### config.mk
export PLATFORM = sky130hd
export DESIGN_NAME = load_extend_ctrl_flat
export DESIGN_NICKNAME = d
export VERILOG_FILES = /design/src/rtl/load_extend_ctrl_pkg.sv /design/src/rtl/load_extend_ctrl_if.sv /design/src/rtl/load_extend_ctrl_subword_extend.sv /design/src/rtl/load_extend_ctrl.sv /design/src/flat_wrapper.sv
export SDC_FILE = /design/constraint.sdc
export NUM_CORES = 1
export LEC_CHECK = 0
export BUFFER_PORTS_ARGS = -buffer_cell sky130_fd_sc_hd__buf_2
export CELL_PAD_IN_SITES_DETAIL_PLACEMENT = 1
export CELL_PAD_IN_SITES_GLOBAL_PLACEMENT = 1
export CORE_MARGIN = 2
export CORE_UTILIZATION = 39
export DETAILED_ROUTE_END_ITERATION = 6
export PLACE_DENSITY = 0.81
export SYNTH_ARGS = -nofsm -noshare
export SYNTH_HDL_FRONTEND = slang
export SYNTH_HIERARCHICAL = 1
export SYNTH_SLANG_ARGS = --single-unit
### constraint.sdc
create_clock -name clk -period 3.6 [get_ports clk]
set_input_delay 1.08 -clock clk [delete_from_list [all_inputs] [get_ports clk]]
set_output_delay 1.08 -clock clk [all_outputs]
set_load 0.02 [all_outputs]
### src/rtl/load_extend_ctrl_pkg.sv
// Shared definitions for the load-extend controller: size encodings, FSM states
// and the alignment check applied when a request is accepted.
package load_ext_pkg;

  typedef enum logic [1:0] {
    SZ_BYTE = 2'b00,
    SZ_HALF = 2'b01,
    SZ_WORD = 2'b10,
    SZ_ILL  = 2'b11
  } size_t;

  typedef enum logic [1:0] {
    IDLE = 2'b00,
    READ = 2'b01,
    WAIT = 2'b10,
    RESP = 2'b11
  } state_t;

  // True for an illegal size or an address not aligned to the access size.
  function automatic logic req_is_bad(input logic [1:0] size, input logic [1:0] lsb);
    logic bad;
    bad = 1'b0;
    case (size)
      SZ_BYTE: bad = 1'b0;
      SZ_HALF: bad = lsb[0];
      SZ_WORD: bad = (lsb != 2'b00);
      default: bad = 1'b1;
    endcase
    return bad;
  endfunction

endpackage

### src/rtl/load_extend_ctrl_if.sv
// Request, memory-read and response signals of the load-extend controller.
// Handshake: a request transfers on the rising edge where req_valid && req_ready;
// mem_rd_en and rsp_valid are single-cycle strobes with no back-pressure.
interface load_extend_ctrl_if;
  logic        req_valid;
  logic        req_ready;
  logic [31:0] req_addr;
  logic [1:0]  req_size;
  logic        req_unsigned;
  logic        mem_rd_en;
  logic [31:0] mem_addr;
  logic        mem_rd_valid;
  logic [31:0] mem_rd_data;
  logic        rsp_valid;
  logic [31:0] rsp_data;
  logic        rsp_err;
  logic        busy;

  modport master (
    output req_valid, req_addr, req_size, req_unsigned, mem_rd_valid, mem_rd_data,
    input  req_ready, mem_rd_en, mem_addr, rsp_valid, rsp_data, rsp_err, busy
  );

  modport slave (
    input  req_valid, req_addr, req_size, req_unsigned, mem_rd_valid, mem_rd_data,
    output req_ready, mem_rd_en, mem_addr, rsp_valid, rsp_data, rsp_err, busy
  );
endinterface

### src/rtl/load_extend_ctrl_subword_extend.sv
// Little-endian lane select of a byte/half/word from a memory word, followed by
// sign or zero extension to 32 bits.
module subword_extend
  import load_ext_pkg::*;
(
  input  logic [31:0] data,
  input  logic [1:0]  addr,
  input  logic [1:0]  size,
  input  logic        zext,
  output logic [31:0] result
);

  logic [7:0]  byte_lane;
  logic [15:0] half_lane;

  always_comb begin
    byte_lane = 8'(data >> {addr, 3'b000});
    half_lane = addr[1] ? data[31:16] : data[15:0];
    result    = '0;
    case (size)
      SZ_BYTE: result = {{24{byte_lane[7] & ~zext}}, byte_lane};
      SZ_HALF: result = {{16{half_lane[15] & ~zext}}, half_lane};
      SZ_WORD: result = data;
      default: result = '0;
    endcase
  end

endmodule

### src/rtl/load_extend_ctrl.sv
// Load controller: accepts one load at a time, issues a single aligned memory
// read, waits with a timeout, and returns the lane-selected, extended result.
module load_extend_ctrl
  import load_ext_pkg::*;
#(
  parameter int TIMEOUT = 15
) (
  input  logic                  clk,
  input  logic                  rst,
  load_extend_ctrl_if.slave     bus,
  output state_t                dbg_state
);

  localparam int CW = $clog2(TIMEOUT + 1);

  state_t         state;
  logic [CW-1:0]  cnt;
  logic [1:0]     lsb_q;
  logic [1:0]     size_q;
  logic           uns_q;
  logic           err_q;
  logic [31:0]    ext_data;
  logic           req_bad;

  assign req_bad       = req_is_bad(bus.req_size, bus.req_addr[1:0]);
  assign bus.req_ready = (state == IDLE);
  assign bus.busy      = (state != IDLE);
  assign dbg_state     = state;

  subword_extend u_ext (
    .data   (bus.mem_rd_data),
    .addr   (lsb_q),
    .size   (size_q),
    .zext   (uns_q),
    .result (ext_data)
  );

  always_ff @(posedge clk or posedge rst) begin
    if (rst) begin
      state         <= IDLE;
      cnt           <= '0;
      lsb_q         <= '0;
      size_q        <= '0;
      uns_q         <= 1'b0;
      err_q         <= 1'b0;
      bus.mem_rd_en <= 1'b0;
      bus.mem_addr  <= '0;
      bus.rsp_valid <= 1'b0;
      bus.rsp_data  <= '0;
      bus.rsp_err   <= 1'b0;
    end else begin
      bus.mem_rd_en <= 1'b0;
      bus.rsp_valid <= 1'b0;
      case (state)
        IDLE: begin
          if (bus.req_valid) begin
            lsb_q  <= bus.req_addr[1:0];
            size_q <= bus.req_size;
            uns_q  <= bus.req_unsigned;
            err_q  <= req_bad;
            cnt    <= '0;
            state  <= READ;
            if (!req_bad) begin
              bus.mem_rd_en <= 1'b1;
              bus.mem_addr  <= {bus.req_addr[31:2], 2'b00};
            end
          end
        end
        // A rejected request spends its READ cycle without a strobe, so the
        // error response appears two cycles after acceptance.
        READ: begin
          if (err_q) begin
            bus.rsp_valid <= 1'b1;
            bus.rsp_err   <= 1'b1;
            bus.rsp_data  <= '0;
            state         <= RESP;
          end else begin
            state <= WAIT;
          end
        end
        WAIT: begin
          if (bus.mem_rd_valid) begin
            bus.rsp_valid <= 1'b1;
            bus.rsp_err   <= 1'b0;
            bus.rsp_data  <= ext_data;
            state         <= RESP;
          end else if (cnt == CW'(TIMEOUT - 1)) begin
            bus.rsp_valid <= 1'b1;
            bus.rsp_err   <= 1'b1;
            bus.rsp_data  <= '0;
            state         <= RESP;
          end else begin
            cnt <= cnt + CW'(1);
          end
        end
        RESP: state <= IDLE;
        default: state <= IDLE;
      endcase
    end
  end

endmodule

### src/flat_wrapper.sv
// flat-port wrapper written by rule: the top's interface ports become plain ports
module load_extend_ctrl_flat import load_ext_pkg::*;
#(
  parameter int TIMEOUT = 15
)
  (clk, rst, dbg_state, bus_req_valid, bus_req_addr, bus_req_size, bus_req_unsigned, bus_mem_rd_valid, bus_mem_rd_data, bus_req_ready, bus_mem_rd_en, bus_mem_addr, bus_rsp_valid, bus_rsp_data, bus_rsp_err, bus_busy);
  load_extend_ctrl_if bus_i ();
  input  logic clk;
  input  logic rst;
  output state_t dbg_state;
  input wire logic [$bits(bus_i.req_valid)-1:0] bus_req_valid;
  input wire logic [$bits(bus_i.req_addr)-1:0] bus_req_addr;
  input wire logic [$bits(bus_i.req_size)-1:0] bus_req_size;
  input wire logic [$bits(bus_i.req_unsigned)-1:0] bus_req_unsigned;
  input wire logic [$bits(bus_i.mem_rd_valid)-1:0] bus_mem_rd_valid;
  input wire logic [$bits(bus_i.mem_rd_data)-1:0] bus_mem_rd_data;
  output wire logic [$bits(bus_i.req_ready)-1:0] bus_req_ready;
  output wire logic [$bits(bus_i.mem_rd_en)-1:0] bus_mem_rd_en;
  output wire logic [$bits(bus_i.mem_addr)-1:0] bus_mem_addr;
  output wire logic [$bits(bus_i.rsp_valid)-1:0] bus_rsp_valid;
  output wire logic [$bits(bus_i.rsp_data)-1:0] bus_rsp_data;
  output wire logic [$bits(bus_i.rsp_err)-1:0] bus_rsp_err;
  output wire logic [$bits(bus_i.busy)-1:0] bus_busy;
  assign bus_i.req_valid = bus_req_valid;
  assign bus_i.req_addr = bus_req_addr;
  assign bus_i.req_size = bus_req_size;
  assign bus_i.req_unsigned = bus_req_unsigned;
  assign bus_i.mem_rd_valid = bus_mem_rd_valid;
  assign bus_i.mem_rd_data = bus_mem_rd_data;
  assign bus_req_ready = bus_i.req_ready;
  assign bus_mem_rd_en = bus_i.mem_rd_en;
  assign bus_mem_addr = bus_i.mem_addr;
  assign bus_rsp_valid = bus_i.rsp_valid;
  assign bus_rsp_data = bus_i.rsp_data;
  assign bus_rsp_err = bus_i.rsp_err;
  assign bus_busy = bus_i.busy;
  load_extend_ctrl #(.TIMEOUT(TIMEOUT)) u_core (.clk(clk), .rst(rst), .bus(bus_i), .dbg_state(dbg_state));
endmodule
==> metrics.txt <==
cell chain of the critical path inv_1 -> ha_1 -> buf_2; hold_buf cts 0; most area-hungry cell type in the Yosys netlist dfrtp_1; Initial Util between 30% and 40%; leakage power total 2.484 nW; layout overhead on the synthesized area 21.95%; library cells used by synthesis 44; Final #Nets about 540; vias in the first global route about 3400; TritonCTS Buffers 9; Int Pwr around 2.6 mW; clock skew 0.009425 ns; Max VDD drop ~0.42 mV; CTS H-tree depth 3; Seq. cell area between 1500 and 2000 µm²; layout filler cell count 1131; Area contributors post-synth dfrtp_1 47%, mux2_4 11%, a22o_1 6.9%, a22oi_1 5.0%, mux2_2 4.7%; Net Sw Power between 1.5 and 2 mW; Max Slew Vio Count 0; r2r setup slk around 1.3 ns; Root Buffer clkbuf_8; area share of the largest cell type after synthesis a little under half; Critical Path Max Stage Delay roughly 0.43 ns; largest net degree at the start of global routing 63; Synth Area in Simple Gates 7.182%; WHS around 0.51 ns; multiplexer area fraction after synthesis 16.48%; I/O Pins ~140; Post-Synth Adder-Cell Area under 10%; wire length per cell ~18 µm; Cells after DPL 585; yosys warns 6; remaining global-route overflow 0; pre-CTS setup slack around 0.76 ns; worst setup margin around 1.0 ns; Clock transition at path regs 0.08 ns; Seq/Total Area, Yosys 47.27%; count leader, synth dfrtp_1; Seq pwr share around 33%; Layout Cells excl Fill 600; max-cap violations 0; Routed WL between 10 and 15 mm; Worst R2R Path Depth 4; cell with the largest stage delay on the worst path dfrtp_1; Worst Path Arrival 1.47 ns; worst min-delay path class register to register; Min Clock Period, post-route approximately 2.6 ns; hold_sp u_core/bus.rsp_data[14]$_DFFE_PP0P_; area of the multi-input gates between 1500 and 2000 µm²; layout cell share with drive strength beyond 1 around 50%; Cell Pwr Density roughly 900 nW/µm²; Setup CP Type register to output pin; status finished clean; Post-Synthesis Cells between 300 and 400; Fin. Hold Viols 0; crit-path max FO 8; Mapped Area 4076 µm²; Hold Path Sink u_core/bus.rsp_data[14]$_DFFE_PP0P_; row cnt 37; Async SR Flop Fraction 100.0%; clock tree from TritonCTS done; Die ar. ~11000 µm²; clock sinks 77; Initial DRT Pass Iterations 4; Final HPWL DP roughly 8 mm; Slew @ Worst Pin around 1.0 ns; GRT Total Usage 19.77%; largest family of logic cells by synthesized area compound AO/OA/AOI/OAI gates; relative slew slack 30.06%; synthesized flop and latch total 77; Skew-Pair Late Insertion Delay between 0.3 and 0.4 ns; Max Clock Freq 391.6 MHz; syn avg cell area roughly 12 µm²; Hold Path Depth 1; vias per cell around 5.4; Post-CTS Setup Bufs 0; core area just over 10000 µm²; Synth Area in Compound Gates about a fifth; Placer Congestion approximately 0.86; Worst Setup Start Kind register; WP data required between 2 and 3 ns; Antenna Nets Post-Route 0; Final setup violation count 0; wire length of the first global-routing pass 17.60 mm; Via Count around 3200; Worst Setup SP u_core/dbg_state[0]$_DFFE_PP0P_; RSZ-0062 raised after global routing false; Worst Setup End Kind output pin; Max Buffers Root-to-Sink 2; post-CTS sizing 0; Clock Power Share between 10% and 20%; top cells by count, synth 77 x dfrtp_1, 32 x a22o_1, 30 x mux2_4; Port Buf Inserts between 100 and 150; xor-xnor portion of the synthesized cell area 0%; fin crit share approximately 71%; initial antenna violation count 0; Logic pwr share 53.0%; Die H ~110 µm; # diodes 0; Synth Flop Type dfrtp_1; switching part of the total between 40% and 50%; r2r startpoint u_core/lsb_q[1]$_DFFE_PP0P_; DRC viols 0; RR Endpoint u_core/bus.rsp_data[31]$_DFFE_PP0P_; EDFF count, synth 0; width of the die ~110 µm; Total Neg Setup Slack 0 ns; Starting DRT DRC Count slightly above 90
## how the worst max path moves through the flow
stage / endpoint / cells past startpoint / slack (ns)
6_report: bus_req_ready / 3 / 1.05
5_1_grt: bus_busy / 4 / 0.95
4_1_cts: bus_req_ready / 3 / 1.01
3_5_place_dp: u_core/bus.rsp_data[31]$_DFFE_PP0P_ / 5 / 0.76
3_3_place_gp: u_core/bus.rsp_data[31]$_DFFE_PP0P_ / 5 / 0.86
2_1_floorplan: u_core/bus.mem_addr[10]$_DFFE_PP0P_ / 1 / 0.55
## critical path: cells and delay by family, from the launching register on
family / cells / cell delay [ns]
adders and majority gates: 1 / 0.35
buffers and inverters: 2 / 0.35
DFF: 1 / 0.43
## cells by family (layout without fill, tap and decap cells)
| family | after synthesis | after routing |
|---|---|---|
| other | 1 | 2 |
| AOI/OAI and AO/OA | 113 | 113 |
| and+or+nand+nor | 47 | 47 |
| muxes | 50 | 50 |
| adders and majority gates | 5 | 5 |
| DFF | 77 | 77 |
| buffers and inverters | 37 | 170 |
## stage by stage
step	cell area [µm²]	util (%)	total power [mW]
after floorplan	4080	-	3.267
after global placement	4791	46.83	3.798
after detailed placement	4791	46.83	3.896
after CTS	4971	48.59	4.549
after global routing	4971	48.59	4.806
final	4971	48.59	4.496
## power groups by stage
stage               clock, mW  sequential [mW]  combinational [mW]
global placement            0             1.48                2.32
CTS                     0.653             1.49                2.40
detailed placement          0             1.49                2.41
global route            0.694             1.54                2.57
finish                  0.626             1.49                2.38
floorplan                   0             1.74                1.52
## layer usage
metal  part of all wire, %  GRT usage [%]  up-vias  wire length, µm
li1                      -              -     1485                -
met1                    43          26.08     1590             4634
met2                    49          32.88      136             5290
met3                   7.1          4.537        8              766
met4                  0.79          4.981        0               85
met5                     0              0        -                0
## placed cells by master, fill, tap and decap left out, drive strengths merged, types with 2 or more instances in the layout
cell type,instances
nand3b,5
ha,5
nand2b,5
dfrtp,77
nor2,7
o31a,4
conb,2
inv,8
nand3,3
nor3b,2
buf,146
a22o,32
clkinv,4
mux2i,3
nor3,2
a22oi,28
a31oi,3
mux2,47
nor2b,9
clkbuf,10
a21oi,4
nand2,13
o21ai,31
## final cells by class
class	instances	share of cell area, %
inverter	9	0.7048
tap	136	3.423
clock buffer	10	2.567
clock inverter	5	1.057
multi-input combinational	217	38.43
timing repair buffer	146	15.05
sequential	77	38.76
## state kept, by name, summed over array words and instances, names as in the netlist, 2 cells and up
signal	flops
u_core/bus.mem_addr	30
u_core/bus.rsp_data	32
u_core/cnt	4
u_core/dbg_state	2
u_core/lsb_q	2
u_core/size_q	2
(Power assumes the default switching activity.)
